**src/rtl/spring_fx_pkg.sv**
```systemverilog
// Shared Q-format definitions and controller state encoding for the
// batch-mean datapath.
package spring_fx_pkg;

  localparam int Q_IL = 8;
  localparam int Q_FL = 12;
  localparam int DW   = Q_IL + Q_FL;
  localparam int ACCW = 2 * DW;

  typedef logic signed [DW-1:0]   fx_t;
  typedef logic signed [ACCW-1:0] acc_t;

  typedef enum logic [1:0] {
    IDLE,
    ACCUM,
    DIV,
    DONE
  } mean_state_e;

endpackage

```
**src/rtl/seq_divider.sv**
```systemverilog
// Unsigned restoring divider, one quotient bit per cycle, fixed latency of
// AW iterations after go; done pulses for one cycle when the quotient is ready.
module seq_divider
  import spring_fx_pkg::*;
#(
  parameter int AW = 40,
  parameter int QW = 20
) (
  input  logic          clk,
  input  logic          rst,
  input  logic          go,
  input  logic [AW-1:0] dividend,
  input  logic [4:0]    divisor,
  output logic          done,
  output logic [QW-1:0] quotient
);

  localparam int CW = $clog2(AW + 1);

  logic [AW-1:0] q_q;
  logic [4:0]    rem_q;
  logic [4:0]    div_q;
  logic [CW-1:0] cnt_q;
  logic          run_q;
  logic          done_q;
  logic [5:0]    rem_sh;
  logic [4:0]    rem_d;
  logic          ge;

  // Remainder stays below the divisor, so five bits hold it between steps.
  always_comb begin
    rem_sh = {rem_q, q_q[AW-1]};
    ge     = (rem_sh >= {1'b0, div_q});
    rem_d  = ge ? 5'(rem_sh - {1'b0, div_q}) : rem_sh[4:0];
  end

  always_ff @(posedge clk or posedge rst) begin
    if (rst) begin
      q_q    <= '0;
      rem_q  <= '0;
      div_q  <= '0;
      cnt_q  <= '0;
      run_q  <= 1'b0;
      done_q <= 1'b0;
    end else begin
      done_q <= 1'b0;
      if (go) begin
        q_q   <= dividend;
        rem_q <= '0;
        div_q <= divisor;
        cnt_q <= CW'(AW);
        run_q <= 1'b1;
      end else if (run_q) begin
        q_q   <= {q_q[AW-2:0], ge};
        rem_q <= rem_d;
        cnt_q <= cnt_q - CW'(1);
        if (cnt_q == CW'(1)) begin
          run_q  <= 1'b0;
          done_q <= 1'b1;
        end
      end
    end
  end

  assign done     = done_q;
  assign quotient = q_q[QW-1:0];

endmodule

```
**src/rtl/batch_mean_seq.sv**
```systemverilog
// Handshaked batch-mean unit: accumulates up to MAX_N signed samples, then
// divides |sum| by the batch size over a multi-cycle divider and restores sign.
module batch_mean_seq
  import spring_fx_pkg::*;
#(
  parameter int IL    = 8,
  parameter int FL    = 12,
  parameter int MAX_N = 16
) (
  input  logic                    clk,
  input  logic                    rst,
  input  logic                    start,
  input  logic [4:0]              num,
  input  logic                    in_valid,
  input  logic signed [IL+FL-1:0] in_data,
  output logic                    in_ready,
  output logic                    out_valid,
  input  logic                    out_ready,
  output logic signed [IL+FL-1:0] out_data,
  output logic                    busy,
  output logic                    err
);

  localparam int W  = IL + FL;
  localparam int AW = 2 * W;

  mean_state_e          state_q, state_d;
  logic [4:0]           num_q, cnt_q;
  logic signed [AW-1:0] sum_q, sum_next, abs_next;
  logic                 neg_q;
  logic signed [W-1:0]  out_q;
  logic                 err_q;
  logic                 accept, last, num_ok, go_ok, div_done;
  logic [W-1:0]         quo;

  always_comb begin
    num_ok   = (num != 5'd0) && (int'(num) <= MAX_N);
    go_ok    = (state_q == IDLE) && start && num_ok;
    accept   = (state_q == ACCUM) && in_valid;
    sum_next = sum_q + {{W{in_data[W-1]}}, in_data};
    abs_next = sum_next[AW-1] ? -sum_next : sum_next;
    last     = accept && (5'(cnt_q + 5'd1) == num_q);
  end

  always_comb begin
    state_d   = state_q;
    in_ready  = 1'b0;
    out_valid = 1'b0;
    busy      = (state_q != IDLE);
    case (state_q)
      IDLE:  if (go_ok) state_d = ACCUM;
      ACCUM: begin
        in_ready = 1'b1;
        if (last) state_d = DIV;
      end
      DIV:   if (div_done) state_d = DONE;
      DONE:  begin
        out_valid = 1'b1;
        if (out_ready) state_d = IDLE;
      end
      default: state_d = IDLE;
    endcase
  end

  always_ff @(posedge clk or posedge rst) begin
    if (rst) begin
      state_q <= IDLE;
      num_q   <= '0;
      cnt_q   <= '0;
      sum_q   <= '0;
      neg_q   <= 1'b0;
      out_q   <= '0;
      err_q   <= 1'b0;
    end else begin
      state_q <= state_d;
      err_q   <= (state_q == IDLE) && start && !num_ok;
      if (go_ok) begin
        num_q <= num;
        sum_q <= '0;
        cnt_q <= '0;
      end
      if (accept) begin
        sum_q <= sum_next;
        cnt_q <= 5'(cnt_q + 5'd1);
      end
      if (last) neg_q <= sum_next[AW-1];
      // Quotient magnitude never exceeds the largest sample, so the low W bits suffice.
      if ((state_q == DIV) && div_done) out_q <= neg_q ? W'(-quo) : quo;
    end
  end

  // The divider is launched on the edge that accepts the last sample.
  seq_divider #(
    .AW(AW),
    .QW(W)
  ) u_div (
    .clk      (clk),
    .rst      (rst),
    .go       (last),
    .dividend (abs_next),
    .divisor  (num_q),
    .done     (div_done),
    .quotient (quo)
  );

  assign out_data = out_q;
  assign err      = err_q;

endmodule

```
**config.mk**
```make
export PLATFORM = sky130hd
export DESIGN_NAME = batch_mean_seq
export DESIGN_NICKNAME = d
export VERILOG_FILES = /design/src/rtl/spring_fx_pkg.sv /design/src/rtl/seq_divider.sv /design/src/rtl/batch_mean_seq.sv
export SDC_FILE = /design/constraint.sdc
export NUM_CORES = 1
export LEC_CHECK = 0
export BUFFER_PORTS_ARGS = -buffer_cell sky130_fd_sc_hd__buf_2
export CAP_MARGIN = 20
export CORE_UTILIZATION = 32
export CTS_CLUSTER_SIZE = 20
export DETAILED_ROUTE_END_ITERATION = 12
export MAX_ROUTING_LAYER = met4
export PLACE_DENSITY = 0.59
export SYNTH_ARGS = -nofsm -noshare
export SYNTH_HDL_FRONTEND = slang
export SYNTH_SLANG_ARGS = --single-unit
```
**constraint.sdc**
```tcl
create_clock -name clk -period 9.4 [get_ports clk]
set_input_delay 1.41 -clock clk [delete_from_list [all_inputs] [get_ports clk]]
set_output_delay 1.41 -clock clk [all_outputs]
set_load 0.02 [all_outputs]
```
==> results.json, run 1 <==
{
  "fin_crit_sh_pct": 58.1,
  "r2r_cells": 11,
  "grt_pass1_vias": 8565,
  "synth_seq_cells": 132,
  "clk_pin_slew_worst_paths_ns": 0.07,
  "dr.first_iter.drc_count": 598,
  "postCtsSetupBuffers": 0,
  "r2r-end": "u_div.q_q[16]$_DFFE_PP0P_",
  "critPathKind": "input pin to register",
  "yosysTopAreaCellShare_pct": 32.3,
  "arrival_ns": 5.78,
  "drv_slew": 0,
  "synth_fp_nets": 1306,
  "hold_path.class": "register to register",
  "cp_slowest_stage_delay_ns": 0.77,
  "cp-startpoint": "in_data[19]",
  "cp-end-kind": "register",
  "ys_types": 88,
  "cp-endpoint": "u_div.q_q[16]$_DFFE_PP0P_",
  "track_usage_pct": 18.0,
  "cts_root_buf": "clkbuf_16",
  "fin_hold_ws_ns": 0.472,
  "yosys-top-cells-area": "dfrtp_1 (32%), ha_1 (6.6%), nand2_1 (5.6%)",
  "synth_top_area_cell": "dfrtp_1",
  "power_leakage_nw": 4.90,
  "fin_util_pct": 36.3,
  "syn_inst": 1220,
  "ir_drop_v": 0.000126,
  "first_pass_iters": 6,
  "num_rows": 65,
  "synth_edf_count": 0,
  "wirelength_microns": 28000,
  "cts-buffers-inserted": 17,
  "tns_ns": 0,
  "syn_to_final_growth_pct": 11.6,
  "drc": 0,
  "rrSetupSlack_ns": 4.86,
  "dieArea_sq_um": 32700,
  "r2r-start": "sum_q[12]$_DFFE_PP0P_",
  "synth_warnings": 0,
  "grt_setup_unrepaired": "no",
  "port_buffers": 53,
  "grt_max_degree": 77,
  "cts_tree": "done",
  "drive_gt1_share_pct": 11.7,
  "pin_count": 54,
  "cts_htree_levels": 4,
  "fin_skew_ns": 0.0112,
  "place_congestion": 0.890,
  "clock_latency_ns": 0.44,
  "clock-sinks": 132,
  "fp.dieH_microns": 181,
  "critPathRequiredTime_ns": 9.71,
  "cts_resized": 0,
  "min_from": "out_data[6]$_DFFE_PP0P_",
  "status": "completed",
  "finalSetupViolations": 0,
  "coreArea_sq_um": 31500,
  "hpwl_microns": 20700,
  "synth_area_per_cell_sq_um": 8.38,
  "min_period_ns": 5.46,
  "cts_buffer_depth": 2,
  "fillers": 3192,
  "synth.most_common_cell": "nand2_1",
  "drv_cap": 0,
  "num_vias": 9118,
  "wire_per_inst_microns": 17.0,
  "max_freq_mhz": 183,
  "power_density_nw_per_um2": 350,
  "slew_headroom_pct": 29.1,
  "cpMaxStageDelayCell": "nand2_1",
  "tightest_slew_ns": 1.04,
  "synth_area_sq_um": 10200,
  "cp_cell_sequence": "buf_2, ha_1, a21oi_1, o21ai_1, o311ai_0, nand2b_1, a31oi_2, o22ai_1, a41oi_2, nand2_1, and3_1, o31a_1",
  "ys_seq_area_share_pct": 32.3,
  "start_kind": "input pin",
  "die_x_microns": 181,
  "grt_pass1_wl_microns": 45700,
  "synth_top_flop_cell": "dfrtp_1",
  "hold_viol_final": 0,
  "detail-route-antenna-nets": 0,
  "via_per_inst": 5.53,
  "synth_commonest_cells": "nand2_1 (152), dfrtp_1 (132), o21ai_0 (105)",
  "start_util_pct": 32.5,
  "fin_nets": 1317,
  "cp_max_fo": 32,
  "postSynth.asyncResetShare_pct": 100,
  "antenna_found_initial": 2,
  "cts.hold.buffers_added": 0,
  "grt_overflow": 0
}
worst min path at each step:
stage / endpoint / slack (ns) / cells past startpoint
2_1_floorplan: u_div.div_q[0]$_DFFE_PP0P_ / 0.45 / 2
3_5_place_dp: out_data[6]$_DFFE_PP0P_ / 0.47 / 2
3_3_place_gp: out_data[10]$_DFFE_PP0P_ / 0.46 / 2
5_1_grt: out_data[2]$_DFFE_PP0P_ / 0.50 / 2
4_1_cts: out_data[14]$_DFFE_PP0P_ / 0.48 / 2
6_report: out_data[6]$_DFFE_PP0P_ / 0.47 / 2
layout make-up:
cell class / count / area, sq um / share of cell area (%)
Multi-Input combinational cell: 982 / 6510 / 57.1
Inverter: 35 / 136 / 1.20
Clock inverter: 15 / 165 / 1.45
Timing Repair Buffer: 63 / 360 / 3.16
Antenna cell: 2 / 5.00 / 0.0439
Tap cell: 402 / 503 / 4.41
Clock buffer: 17 / 425 / 3.73
Sequential cell: 132 / 3300 / 29.0
per-layer routing:
layer | global-route usage (%) | vias up | part of all wire [%]
met4 | 5.78 | 0 | 2.0
met3 | 3.00 | 35 | 3.3
li1 | - | 4533 | -
met5 | - | - | 0
met2 | 28.1 | 172 | 46
met1 | 23.7 | 4378 | 48
logic make-up (layout without fill, tap and decap cells):
logic type                 count (synthesis)  count (layout)  synth area share (%)
and+or+nand+nor                          439             439                  21.7
AOI/OAI and AO/OA                        389             389                  25.8
DFF                                      132             132                  32.3
buffers and inverters                    106             130                  4.16
xor gates and xnor gates                  61              61                  5.30
adders and majority gates                 56              56                  7.00
muxes                                     37              37                  3.78
other                                      0               2                     0
metrics by stage:
step / area, sq um / setup WS (ns) / instances / power, W
floorplan: 10200 / 4.46 / 1220 / 0.00272
global placement: 10800 / 3.57 / 1612 / 0.00327
detailed placement: 10800 / 3.41 / 1612 / 0.00331
CTS: 11400 / 3.85 / 1644 / 0.00400
global route: 11400 / 3.49 / 1648 / 0.00433
finish: 11400 / 3.94 / 1648 / 0.00399
power breakdown:
part	internal (W)	switching (W)	total (W)
clock network	0.000377	0.000306	0.000682
logic	0.000869	0.00144	0.00231
registers	0.000814	0.000192	0.00101
total	0.00206	0.00193	0.00399
worst max-delay path: cells and delay by family:
kind / cells / cell delay, ns
buf+inv: 1 / 0.39
fa+ha+maj: 1 / 0.45
simple gates: 3 / 1.38
compound gates: 7 / 2.11
placed cells by master (no fill, tap or decap), types with 8 or more instances in the layout:
cell / n
nand2_1: 150
dfrtp_1: 131
o21ai_0: 105
a21oi_1: 81
nor2_1: 66
nand3_1: 59
ha_1: 54
buf_2: 53
a211oi_1: 48
inv_1: 34
xor2_1: 34
nor3_1: 26
xnor2_1: 26
mux2i_1: 24
nor2b_1: 22
clkbuf_16: 17
and3_1: 15
or3_1: 14
a21o_1: 13
and2_1: 13
mux2_2: 13
o211ai_1: 12
and4_1: 12
nor4_1: 11
nand2b_1: 10
o211a_1: 10
o31a_1: 9
buf_4: 9
nand4_1: 8
o21ai_1: 8
o21a_1: 8
state kept, by name (all words and copies together) (netlist names):
signal and count:
err 1, u_div.rem_q 5, u_div.div_q 5, sum_q 40
cnt_q 5, state_q 2, neg_q 1, u_div.done 1
num_q 5, u_div.run_q 1, u_div.q_q 40, out_data 20
u_div.cnt_q 6
Power figures use the tool's default switching activity.
==> run 2, diff against run 1 <==
==> constraint.sdc (replaced) <==
create_clock -name clk -period 5.1 [get_ports clk]
set_input_delay 0.765 -clock clk [delete_from_list [all_inputs] [get_ports clk]]
set_output_delay 0.765 -clock clk [all_outputs]
set_load 0.02 [all_outputs]
==> run 2 against run 1 <==
Effect of this change:
- via count is 1.3% higher
- cell count is 0.67% higher
- global-route usage is 0.24 points lower
- clock-buffer cell count is 2 higher
- clock power is 86% higher
- routed wire length is 0.66% lower
- first-iteration DRC count is 7.2% higher
- clock skew hardly changed
- non-clock buffer count is 12 higher
- worst setup slack worse by 3.2 ns
- total power is 86% higher
- die area stayed put
==> results.json, run 2 (same netlist as run 1, synthesis figures left out) <==
{
  "status": "completed",
  "clock-sinks": 132,
  "dr_wl_met3_microns": 913,
  "fin_nets": 1329,
  "pwr-share-seq_pct": 25.3,
  "cpMaxStageDelayCell": "nor4b_1",
  "wirelength_microns": 27800,
  "port_buffers": 53,
  "cts_resized": 0,
  "fin_skew_ns": 0.0109,
  "cts_root_buf": "clkbuf_16",
  "hpwl_microns": 20600,
  "start_kind": "input pin",
  "highest_layer": "met4",
  "cts_tree": "done",
  "slew_headroom_pct": 44.9,
  "cts_htree_levels": 4,
  "final_common_cell": "nand2_1",
  "cp_max_fo": 5,
  "cp_cell_sequence": "buf_2, ha_1, inv_1, fa_1, nand2b_1, a21oi_1, o21ai_1, xnor2_1, nor4b_1, and3_1, o2111ai_1, nor4b_1, mux2_2, a211oi_1",
  "cts-buffers-inserted": 17,
  "critPathKind": "input pin to register",
  "place_congestion": 0.893,
  "coreArea_sq_um": 31500,
  "arrival_ns": 4.72,
  "grt_pass1_wl_microns": 45800,
  "grt_max_degree": 72,
  "die_x_microns": 181,
  "wire_per_inst_microns": 16.8,
  "cts.hold.buffers_added": 0,
  "drv_cap": 0,
  "min_period_ns": 4.37,
  "fin_crit_sh_pct": 85.7,
  "critPathRequiredTime_ns": 5.44,
  "ir_drop_v": 0.000204,
  "first_pass_iters": 5,
  "tightest_slew_ns": 0.824,
  "track_usage_pct": 17.8,
  "num_vias": 9235,
  "p_comb_share_pct": 57.6,
  "hold_viol_final": 0,
  "power_density_nw_per_um2": 646,
  "antenna_found_initial": 1,
  "drc": 0,
  "layout_common_cells": "nand2_1 (150), dfrtp_1 (131), o21ai_0 (105), a21oi_1 (81), nor2_1 (66)",
  "p_switching_w": 0.00354,
  "power_w": 0.00745,
  "grt_overflow": 0,
  "cp_common_cell": "nor4b_1",
  "start_util_pct": 32.5,
  "grt_pass1_vias": 8793,
  "fp.dieH_microns": 181,
  "power.internal_w": 0.00390,
  "fillers": 3214,
  "postCtsSetupBuffers": 0,
  "grt_setup_unrepaired": "no",
  "max_freq_mhz": 229,
  "dpl.cell_count": 1624,
  "dr.first_iter.drc_count": 641,
  "hold_path.class": "input pin to asynchronous set/reset pin",
  "syn_to_final_growth_pct": 12.7,
  "pin_count": 54,
  "met1_length_microns": 13200,
  "p_sw_share_pct": 47.6,
  "power_leakage_nw": 4.97,
  "clock_latency_ns": 0.43,
  "via_per_inst": 5.57,
  "num_rows": 65,
  "cts_buffer_depth": 2,
  "detail-route-antenna-nets": 0,
  "drv_slew": 0,
  "cp-end-kind": "register",
  "dieArea_sq_um": 32700,
  "tns_ns": 0,
  "wl_met2_microns": 13100,
  "clkPwrFrac_pct": 17.1,
  "clk_pin_slew_worst_paths_ns": 0.06,
  "drive_gt1_share_pct": 12.5,
  "pre_cts_slack_ns": 0.336,
  "layout_setup_ws_ns": 0.727,
  "finalSetupViolations": 0,
  "cp_slowest_stage_delay_ns": 0.51,
  "instances_no_fill": 1659
}
-- run 2: path summary, 6_finish.rpt --
check                                        start                   endpoint  slack (ns)  cells past startpoint
setup / recovery                        in_data[0]  u_div.q_q[34]$_DFFE_PP0P_        0.73                     14
hold / removal                                 rst      sum_q[12]$_DFFE_PP0P_        0.41                      2
setup reg to reg              sum_q[0]$_DFFE_PP0P_  u_div.q_q[34]$_DFFE_PP0P_        0.79                     13
hold reg to reg            out_data[8]$_DFFE_PP0P_    out_data[8]$_DFFE_PP0P_        0.47                      2
max in group asynchronous                      rst      u_div.run_q$_DFF_PP0_        3.74                      3
min in group clk           out_data[8]$_DFFE_PP0P_    out_data[8]$_DFFE_PP0P_        0.47                      2
-- run 2: power by group through the flow --
stage	registers [W]	logic [W]	clock network, W
3_3_place_gp	0.00189	0.00419	0
6_report	0.00189	0.00429	0.00127
3_5_place_dp	0.00189	0.00426	0
2_1_floorplan	0.00182	0.00319	0
4_1_cts	0.00188	0.00428	0.00129
5_1_grt	0.00195	0.00477	0.00134
-- run 2: layout make-up --
cell class                      count  area (sq um)  area share [%]
Multi-Input combinational cell    982          6510            56.5
Sequential cell                   132          3300            28.7
Tap cell                          402           503            4.36
Timing Repair Buffer               75           468            4.06
Clock buffer                       19           453            3.93
Clock inverter                     13           149            1.29
Inverter                           35           136            1.18
Antenna cell                        1          2.50          0.0217
-- run 2: critical path: cells and delay by family --
family / cells / cell delay [ns]
AND/OR/NAND/NOR: 4 / 1.41
multiplexers: 1 / 0.38
adder cells (fa/ha/maj): 2 / 0.62
AO/OA/AOI/OAI: 4 / 1.08
XOR/XNOR: 1 / 0.29
buffers and inverters: 2 / 0.15
-- run 2: per-stage QoR --
step / instance area (sq um) / hold WS [ns] / util [%]
6_report: 11500 / 0.414 / 36.6
5_1_grt: 11500 / 0.457 / 36.6
4_1_cts: 11500 / 0.431 / 36.5
3_5_place_dp: 10900 / 0.465 / 34.6
3_3_place_gp: 10900 / 0.456 / 34.6
2_1_floorplan: 10200 / 0.452 / -
-- run 2: per-layer routing --
layer  vias up  global-route usage [%]
met5         -                       -
met4         0                    5.98
met3        37                    2.62
met2       193                    28.8
met1      4427                    22.7
li1       4578                       -
==> run 3, diff against run 2 <==
--- a/config.mk
+++ b/config.mk
@@ -14,4 +14,5 @@
 export PLACE_DENSITY = 0.59
 export SYNTH_ARGS = -nofsm -noshare
 export SYNTH_HDL_FRONTEND = slang
+export SYNTH_HIERARCHICAL = 1
 export SYNTH_SLANG_ARGS = --single-unit
==> run 3 against run 2 <==
Effect of this change:
- total power is 3.7% lower
- clock power up 4%
- synthesized area shrank 2.3%
- highest routed layer unchanged
==> results.json, run 3 <==
{
  "via_per_inst": 5.34,
  "fin_nets": 1271,
  "clock-sinks": 132,
  "wire_per_inst_microns": 16.3,
  "fillers": 3173,
  "first_pass_iters": 5,
  "num_rows": 64,
  "wirelength_microns": 25900,
  "dr.first_iter.drc_count": 656,
  "hold_viol_final": 0,
  "hpwl_microns": 19300,
  "synth_area_per_cell_sq_um": 8.44,
  "grtUsageMet3_pct": 3.16,
  "grt_pass1_wl_microns": 42800,
  "cts_tree": "done",
  "status": "completed",
  "min_period_ns": 4.17,
  "clk_pin_slew_worst_paths_ns": 0.07,
  "drive_gt1_share_pct": 11.5,
  "ys_seq_area_share_pct": 33.1,
  "synth_top_area_cell": "dfrtp_1",
  "synth_top_flop_cell": "dfrtp_1",
  "drv_slew": 0,
  "synth_commonest_cells": "nand2_1 (145), dfrtp_1 (132), o21ai_0 (115)",
  "final_common_cell": "nand2_1",
  "multi_input_area_sq_um": 6080,
  "clock_latency_ns": 0.43,
  "arrival_ns": 4.53,
  "yosys-top-cells-area": "dfrtp_1 (33%), ha_1 (6.8%), o21ai_0 (5.8%)",
  "start_kind": "input pin",
  "grt_max_degree": 59,
  "postSynth.asyncResetShare_pct": 100,
  "syn_inst": 1183,
  "cts_resized": 0,
  "slew_headroom_pct": 41.1,
  "synth.most_common_cell": "nand2_1",
  "track_usage_pct": 17.5,
  "num_vias": 8508,
  "start_util_pct": 32.6,
  "grt_setup_unrepaired": "no",
  "fin_skew_ns": 0.0100,
  "synth_area_sq_um": 9990,
  "cts_root_buf": "clkbuf_16",
  "tightest_slew_ns": 0.883,
  "yosysTopAreaCellShare_pct": 33.1,
  "antenna_found_initial": 0,
  "layout_common_cells": "nand2_1 (145), dfrtp_1 (131), o21ai_0 (115), nor2_1 (79), a21oi_1 (76)",
  "power_leakage_nw": 4.69,
  "grt_overflow": 0,
  "cts_buffer_depth": 2,
  "die_x_microns": 179,
  "cts-buffers-inserted": 17,
  "synth_warnings": 6,
  "synth_seq_cells": 132,
  "critPathKind": "input pin to register",
  "fp.dieH_microns": 179,
  "pin_count": 54,
  "detail-route-antenna-nets": 0,
  "critPathRequiredTime_ns": 5.45,
  "cp_max_fo": 5,
  "drc": 0,
  "cp-end-kind": "register",
  "cts_htree_levels": 4,
  "ys_types": 79,
  "diodes": 0,
  "max_freq_mhz": 240,
  "hold_path.class": "input pin to asynchronous set/reset pin",
  "finalSetupViolations": 0,
  "coreArea_sq_um": 30700,
  "ir_drop_v": 0.000243,
  "synth_edf_count": 0,
  "place_congestion": 0.928,
  "cts.hold.buffers_added": 0,
  "power_w": 0.00717,
  "synth_fp_nets": 1269,
  "met2_usage_pct": 26.2,
  "busiest_layer": "met2",
  "port_buffers": 53,
  "dieArea_sq_um": 31900,
  "drv_cap": 0,
  "seqCellArea_sq_um": 3300,
  "postCtsSetupBuffers": 0,
  "grt_pass1_vias": 8148,
  "syn_to_final_growth_pct": 10.5,
  "power_density_nw_per_um2": 649,
  "fin_crit_sh_pct": 81.8,
  "tns_ns": 0,
  "gr-usage-met1_pct": 24.0
}
## run 3: changes by cell type after synthesis, moves of 11 or more
cell / change
mux2i_1: +16
clkbuf_1: -19
and4_1: -11
nor2_1: +13
xnor2_1: +30
nor2b_1: -20
a211oi_1: -40
buf_4: +21
xor2_1: +12
## run 3: cell type report
type / instances / share of cell area, %
Timing Repair Buffer: 68 / 3.54
Multi-Input combinational cell: 929 / 55.1
Clock inverter: 15 / 1.84
Tap cell: 396 / 4.49
Inverter: 37 / 1.27
Clock buffer: 17 / 3.85
Sequential cell: 132 / 29.9
## run 3: metrics by stage
step | cells | hold slack [ns] | util, % | worst slack, ns | cell area [sq um]
5_1_grt | 1594 | 0.506 | 36.0 | 0.595 | 11000
4_1_cts | 1594 | 0.481 | 36.0 | 0.994 | 11000
3_5_place_dp | 1562 | 0.475 | 33.9 | 0.547 | 10400
3_3_place_gp | 1562 | 0.475 | 33.9 | 0.590 | 10400
6_report | 1594 | 0.463 | 36.0 | 0.926 | 11000
2_1_floorplan | 1183 | 0.454 | - | 1.22 | 9990
## run 3: power breakdown
part | internal (W) | switching [W]
Combinational | 0.00164 | 0.00242
Clock | 0.000754 | 0.000567
Sequential | 0.00141 | 0.000375
Total | 0.00381 | 0.00336
## run 3: cell families after synthesis
group | count (synthesis) | share of synthesized area (%)
AOI/OAI and AO/OA | 330 | 21.1
xor gates and xnor gates | 102 | 8.95
adders and majority gates | 56 | 7.17
buffers and inverters | 122 | 6.04
DFF | 132 | 33.1
muxes | 47 | 4.80
and+or+nand+nor | 394 | 18.9
## run 3: per-layer routing
layer  vias up  share of wire, %
li1       4225                 -
met1      4047                50
met2       203                44
met3        33               4.4
met4         0               1.8
met5         -                 0
## run 3: critical path, stage by stage
cell	delay, ns
buf_2	0.12
ha_1	0.20
inv_1	0.07
fa_1	0.40
nand2b_1	0.19
a21oi_1	0.34
o21ba_2	0.26
nor2_1	0.07
xnor2_1	0.20
or4_1	0.59
nor3_1	0.47
nand2_1	0.23
o31ai_1	0.31
xnor2_1	0.16
nand2_1	0.08
o21ai_0	0.07
## run 3: final timing paths
| check | start | to | slack [ns] | cells past startpoint |
|---|---|---|---|---|
| worst max-delay path | in_data[0] | u_div/q_q[26]$_DFFE_PP0P_ | 0.93 | 16 |
| worst min-delay path | rst | num_q[4]$_DFFE_PP0P_ | 0.46 | 2 |
| worst max register to register | sum_q[0]$_DFFE_PP0P_ | u_div/q_q[26]$_DFFE_PP0P_ | 1.04 | 15 |
| worst min register to register | sum_q[16]$_DFFE_PP0P_ | sum_q[16]$_DFFE_PP0P_ | 0.48 | 2 |
| max in group asynchronous | rst | out_data[16]$_DFFE_PP0P_ | 3.65 | 3 |
| min in group clk | sum_q[16]$_DFFE_PP0P_ | sum_q[16]$_DFFE_PP0P_ | 0.48 | 2 |
